--- src/rtl/seq_divider_pkg.sv ---
// seq_divider_pkg: shared multdiv constants and divider state encoding
package seq_divider_pkg;
   localparam int WIDTH = 32;
   localparam logic [31:0] INT_MIN = 32'h8000_0000;
   typedef enum logic [1:0] {
      S_IDLE = 2'd0,
      S_CALC = 2'd1,
      S_FIX  = 2'd2
   } state_t;
endpackage

--- src/rtl/cla_adder.sv ---
// cla_adder: carry-lookahead adder, sum = a + b + cin
//   a, b : addends   cin : carry in   sum : result (carry out dropped)
module cla_adder #(
   parameter int W = 32
) (
   input  logic [W-1:0] a,
   input  logic [W-1:0] b,
   input  logic         cin,
   output logic [W-1:0] sum
);
   logic [W-1:0] g, p, c;
   assign g = a & b;
   assign p = a ^ b;
   always_comb begin
      c[0] = cin;
      for (int i = 1; i < W; i++) c[i] = g[i-1] | (p[i-1] & c[i-1]);
   end
   assign sum = p ^ c;
endmodule

--- src/rtl/seq_divider_div_step.sv ---
// seq_divider_div_step: one restoring shift-subtract iteration on magnitudes
//   r_i, q_i : partial remainder and quotient/dividend shift register
//   d_i      : divisor magnitude
//   r_o, q_o : values after shift, trial subtract and restore
module seq_divider_div_step #(
   parameter int WIDTH = seq_divider_pkg::WIDTH
) (
   input  logic [WIDTH-1:0] r_i,
   input  logic [WIDTH-1:0] q_i,
   input  logic [WIDTH-1:0] d_i,
   output logic [WIDTH-1:0] r_o,
   output logic [WIDTH-1:0] q_o
);
   logic [WIDTH:0] rem_s, trial;
   assign rem_s = {r_i, q_i[WIDTH-1]};
   // r_i < d_i keeps the trial within (-2^WIDTH, 2^WIDTH), so bit WIDTH is an exact sign
   cla_adder #(.W(WIDTH+1)) u_sub (
      .a  (rem_s),
      .b  (~{1'b0, d_i}),
      .cin(1'b1),
      .sum(trial)
   );
   assign r_o = trial[WIDTH] ? rem_s[WIDTH-1:0] : trial[WIDTH-1:0];
   assign q_o = {q_i[WIDTH-2:0], ~trial[WIDTH]};
endmodule

--- src/rtl/seq_divider.sv ---
// seq_divider: multi-cycle signed divider, quotient truncated toward zero
//   clock, reset_n          : rising-edge clock, async active-low reset
//   ctrl_DIV                : start strobe, ignored while busy
//   data_operandA/B         : dividend / divisor, sampled with ctrl_DIV
//   data_result             : quotient, held until next accepted start
//   data_exception          : divide-by-zero or INT_MIN/-1 overflow
//   data_resultRDY          : one-cycle result-valid pulse
//   busy                    : operation in flight
module seq_divider #(
   parameter int WIDTH = seq_divider_pkg::WIDTH,
   parameter int CNT_W = 6
) (
   input  logic             clock,
   input  logic             reset_n,
   input  logic             ctrl_DIV,
   input  logic [WIDTH-1:0] data_operandA,
   input  logic [WIDTH-1:0] data_operandB,
   output logic [WIDTH-1:0] data_result,
   output logic             data_exception,
   output logic             data_resultRDY,
   output logic             busy
);
   import seq_divider_pkg::*;
   state_t           state_q, state_d;
   logic [CNT_W-1:0] cnt_q, cnt_d;
   logic [WIDTH-1:0] r_q, r_d, q_q, q_d, d_q, d_d, res_q, res_d;
   logic             sign_q, sign_d, exc_q, exc_d, rdy_q, rdy_d, busy_q, busy_d;
   logic [WIDTH-1:0] neg_a, neg_b, neg_q, r_nx, q_nx;
   cla_adder #(.W(WIDTH)) u_neg_a (.a(~data_operandA), .b('0), .cin(1'b1), .sum(neg_a));
   cla_adder #(.W(WIDTH)) u_neg_b (.a(~data_operandB), .b('0), .cin(1'b1), .sum(neg_b));
   cla_adder #(.W(WIDTH)) u_neg_q (.a(~q_q), .b('0), .cin(1'b1), .sum(neg_q));
   seq_divider_div_step #(.WIDTH(WIDTH)) u_step (
      .r_i(r_q),
      .q_i(q_q),
      .d_i(d_q),
      .r_o(r_nx),
      .q_o(q_nx)
   );
   always_comb begin
      state_d = state_q;
      cnt_d   = cnt_q;
      r_d     = r_q;
      q_d     = q_q;
      d_d     = d_q;
      sign_d  = sign_q;
      res_d   = res_q;
      exc_d   = exc_q;
      rdy_d   = 1'b0;
      case (state_q)
         S_IDLE: if (ctrl_DIV) begin
            q_d    = data_operandA[WIDTH-1] ? neg_a : data_operandA;
            d_d    = data_operandB[WIDTH-1] ? neg_b : data_operandB;
            r_d    = '0;
            cnt_d  = '0;
            sign_d = data_operandA[WIDTH-1] ^ data_operandB[WIDTH-1];
            exc_d  = data_operandB == '0;
            if (data_operandB == '0) begin
               res_d = '0;
               rdy_d = 1'b1;
            end else begin
               state_d = S_CALC;
            end
         end
         S_CALC: begin
            r_d     = r_nx;
            q_d     = q_nx;
            cnt_d   = cnt_q + CNT_W'(1);
            state_d = cnt_q == CNT_W'(WIDTH-1) ? S_FIX : S_CALC;
         end
         S_FIX: begin
            res_d   = sign_q ? neg_q : q_q;
            // a positive quotient of magnitude INT_MIN only arises from INT_MIN / -1
            exc_d   = ~sign_q & (q_q == WIDTH'(INT_MIN));
            rdy_d   = 1'b1;
            state_d = S_IDLE;
         end
         default: state_d = S_IDLE;
      endcase
      busy_d = state_d != S_IDLE;
   end
   always_ff @(posedge clock or negedge reset_n) begin
      if (!reset_n) begin
         state_q <= S_IDLE;
         cnt_q   <= '0;
         r_q     <= '0;
         q_q     <= '0;
         d_q     <= '0;
         sign_q  <= 1'b0;
         res_q   <= '0;
         exc_q   <= 1'b0;
         rdy_q   <= 1'b0;
         busy_q  <= 1'b0;
      end else begin
         state_q <= state_d;
         cnt_q   <= cnt_d;
         r_q     <= r_d;
         q_q     <= q_d;
         d_q     <= d_d;
         sign_q  <= sign_d;
         res_q   <= res_d;
         exc_q   <= exc_d;
         rdy_q   <= rdy_d;
         busy_q  <= busy_d;
      end
   end
   assign data_result    = res_q;
   assign data_exception = exc_q;
   assign data_resultRDY = rdy_q;
   assign busy           = busy_q;
endmodule

--- config.mk ---
export PLATFORM = sky130hd
export DESIGN_NAME = seq_divider
export DESIGN_NICKNAME = d
export VERILOG_FILES = /design/src/rtl/seq_divider_pkg.sv /design/src/rtl/cla_adder.sv /design/src/rtl/seq_divider_div_step.sv /design/src/rtl/seq_divider.sv
export SDC_FILE = /design/constraint.sdc
export NUM_CORES = 1
export LEC_CHECK = 0
export BUFFER_PORTS_ARGS = -buffer_cell sky130_fd_sc_hd__clkbuf_2
export CORE_MARGIN = 2
export CORE_UTILIZATION = 40
export CTS_CLUSTER_SIZE = 28
export DETAILED_ROUTE_END_ITERATION = 12
export SETUP_SLACK_MARGIN = 0.4
export SLEW_MARGIN = 10
export SYNTH_ARGS = -nofsm -noshare
export SYNTH_HDL_FRONTEND = slang
export SYNTH_SLANG_ARGS = --single-unit
--- constraint.sdc ---
create_clock -name clock -period 14.4 [get_ports clock]
set_input_delay 0.72 -clock clock [delete_from_list [all_inputs] [get_ports clock]]
set_output_delay 0.72 -clock clock [all_outputs]
set_load 0.02 [all_outputs]
==> impl_table.tex <==
\begin{tabular}{lr}
\hline
Metric & Value \\
\hline
\multicolumn{2}{l}{\textbf{Status}} \\
Outcome & finished clean \\
\multicolumn{2}{l}{\textbf{STA}} \\
Final critical path time including I/O delays and setup & 13.62 ns \\
Slew @ Worst Pin & 1.18 ns \\
Share of the cycle needed by the critical path after routing & 0.946 \\
Number of endpoints with negative hold slack in the final report & 0 \\
Setup tns final & 0 ns \\
Worst Hold Slack & 0.333 ns \\
Max-Slew Margin vs Limit & 0.214 \\
Maximum achievable frequency & 73.4 MHz \\
Number of slew-limit violations in the final report & 0 \\
RSZ-0062 raised after global routing & no \\
Worst Setup Slack, final & 0.782 ns \\
Number of endpoints failing setup at the final stage & 0 \\
Worst setup skew after layout & 0.0122 ns \\
\multicolumn{2}{l}{\textbf{Finish}} \\
Area Overhead vs Synth & 15.2\% \\
Number of nets at the end of the flow & 1217 \\
Post-route standard cell area excluding fillers & 0.0104 sq mm \\
Filler cell count & 2076 \\
Fraction of final layout cells with drive strength greater than 1 & 0.153 \\
Final core utilization & 0.472 \\
Commonest cells after routing, fill and taps aside & dfrtp\_1 (138), inv\_1 (127), o21ai\_0 (102) \\
Fin cells & 1320 \\
Most common cell after layout, fill and taps aside & dfrtp\_1 \\
Diodes inserted & 0 \\
\multicolumn{2}{l}{\textbf{Yosys}} \\
Gate count of the mapped netlist & 954 \\
Post-synthesis net count & 1144 \\
Mean cell area of the mapped netlist & 9.43 sq um \\
Netlist Area Pre-Place & 0.00900 sq mm \\
Count of different cell masters after synthesis & 38 \\
Synthesis warning total & 0 \\
Total of flip-flops plus latches after synthesis & 140 \\
Share of synthesized area occupied by flip-flops and latches & 0.389 \\
\multicolumn{2}{l}{\textbf{Pwr}} \\
Power per cell area & 191 mW/mm\^{}2 \\
Tot Pwr & 1.98 mW \\
Leak pwr & 5.36 nW \\
Worst supply voltage drop on vdd & 108 uV \\
\multicolumn{2}{l}{\textbf{Global route}} \\
Global-route usage over all layers & 0.184 \\
Number of antenna violations at the first check in global routing & 0 \\
Vias in the first global route & 6763 \\
Global route overflow & 0 \\
Largest net degree at the start of global routing & 96 \\
Wire length of the first global-routing pass & 35.0 mm \\
\multicolumn{2}{l}{\textbf{Critical path}} \\
CP dominant cell by count & fa\_1 \\
Launch point of the critical path & q\_q[31] \\
Maximum single-stage delay on the critical path & 0.41 ns \\
Depth of the critical timing path with buffers and inverters included & 38 \\
Critical Setup Path Class & flop to flop \\
Count of buffering cells on the critical path with inverters included & 3 \\
Slowest cell on the critical path & fa\_1 \\
Max FO, Critical Path & 32 \\
R2R Path End & r\_q[19] \\
Source of the worst register-to-register timing path & q\_q[31] \\
Arrival time at the worst endpoint & 13.86 ns \\
Reg2reg path depth & 38 \\
Critical Path Start Type & flop \\
Reg2reg setup slack & 0.78 ns \\
Category of cells accounting for the largest share of critical-path delay & adder cells \\
End of the critical path & r\_q[19] \\
Required time reported for the critical path endpoint & 14.64 ns \\
Setup crit end kind & flop \\
\multicolumn{2}{l}{\textbf{Clock network}} \\
Number of buffers on the longest clock path & 2 \\
Sink count of the clock tree & 140 \\
Clock buffers created by TritonCTS & 17 \\
H-tree depth & 4 \\
Clock Pin Slew Worst Setup and Hold Paths & 0.06 ns \\
Cell at the root of the clock tree & clkbuf\_16 \\
Clock tree from TritonCTS & done \\
Worst skew pair latency & 0.42 ns \\
\multicolumn{2}{l}{\textbf{Placement}} \\
Post-DP HPWL & 14.8 mm \\
Placer's final routability congestion estimate & 0.796 \\
Worst slack at placement & 0.417 ns \\
Input/output buffers & 101 \\
Placed Area & 0.00967 sq mm \\
Number of placed instances with taps included & 1285 \\
\multicolumn{2}{l}{\textbf{Routing}} \\
Count of vias placed by the detailed router & 6728 \\
Detail-routed via count per cell & 5.10 \\
Wire length reported by the detailed router & 21.0 mm \\
Remaining antenna violation count & 0 \\
Final routed wire length divided by cell count & 15.9 um \\
Number of remaining DRC errors & 0 \\
Count of routing violations after the opening detailed-route iteration & 384 \\
Length of the first detailed-routing pass in iterations & 4 \\
\multicolumn{2}{l}{\textbf{Die}} \\
Starting density of the core & 0.410 \\
Full die area & 0.0237 sq mm \\
Core region area & 0.0220 sq mm \\
Standard-cell rows & 54 \\
Boundary pin count & 102 \\
Height of the die & 154 um \\
X dimension of the die & 154 um \\
\multicolumn{2}{l}{\textbf{Flow run}} \\
Number of max-cap violations & 0 \\
\multicolumn{2}{l}{\textbf{Hold path}} \\
HP Class & primary input to async pin \\
\hline
\end{tabular}
-- cells in the mapped netlist, drive strengths merged --
master / n / area [sq um]
nor4b: 1 / 8.76
o22ai: 32 / 213
nor4bb: 1 / 10.0
or2: 1 / 6.26
nand3: 36 / 180
a32oi: 1 / 8.76
nand2b: 1 / 6.26
nor3: 2 / 10.0
o211ai: 1 / 7.51
nand4: 5 / 31.3
fa: 31 / 621
o221ai: 1 / 8.76
nor4: 15 / 115
ha: 92 / 1150
buf: 28 / 174
nand2: 78 / 293
a21oi: 63 / 315
clkbuf: 29 / 113
nor3b: 1 / 7.51
nor2: 65 / 244
xor2: 2 / 17.5
o21ai: 102 / 510
xnor2: 2 / 17.5
mux2i: 90 / 901
or3b: 1 / 8.76
a21o: 1 / 7.51
o31ai: 1 / 7.51
dfrtp: 140 / 3500
a31oi: 1 / 6.26
inv: 127 / 477
nor2b: 3 / 18.8
-- power breakdown --
group | internal [mW] | total (mW) | switching (mW)
Clock | 0.296 | 0.473 | 0.177
Combinational | 0.363 | 0.819 | 0.456
Sequential | 0.538 | 0.687 | 0.149
-- repair_timing --
action                                  in CTS  in global routing
endpoints found under the hold margin        0                  0
hold buffers                                 0                  0
setup buffers                                0                  2
gates resized for setup                      0                  6
endpoints found under the setup margin       0                 33
-- flip-flops by register name, indices dropped and copies added (netlist names) --
name,flops
d_q,32
data_result,32
q_q,32
r_q,32
cnt_q,6
state_q,2
busy,1
data_exception,1
data_resultRDY,1
sign_q,1
-- final cells by class --
class / count / area, sq um / share of cell area
Multi-Input combinational cell: 630 / 4770 / 0.460
Sequential cell: 140 / 3510 / 0.338
Timing Repair Buffer: 111 / 629 / 0.0607
Inverter: 127 / 477 / 0.0460
Clock buffer: 19 / 443 / 0.0427
Tap cell: 280 / 350 / 0.0338
Clock inverter: 13 / 189 / 0.0182
-- how the worst min path moves through the flow --
stage | to | start
6_report | d_q[23] | reset_n
5_1_grt | d_q[23] | reset_n
2_1_floorplan | busy | reset_n
3_5_place_dp | state_q[1] | cnt_q[5]
3_3_place_gp | d_q[0] | d_q[0]
4_1_cts | d_q[23] | reset_n
-- per-layer routing --
layer	up-vias	track usage	routed length [um]
li1	3367	-	-
met1	3196	0.260	10200
met2	148	0.289	9520
met3	17	0.0434	1090
met4	0	0.0441	257
met5	-	0	0
-- kinds of logic (layout without fill, tap and decap cells) --
group,count (synthesis),in the layout,share of synthesized area
buffers and inverters,184,270,0.0848
DFF,140,140,0.389
adders and majority gates,123,123,0.197
muxes,90,90,0.100
xor gates and xnor gates,4,4,0.00389
AOI/OAI and AO/OA,203,203,0.121
and+or+nand+nor,210,210,0.104
(Power assumes the default switching activity.)
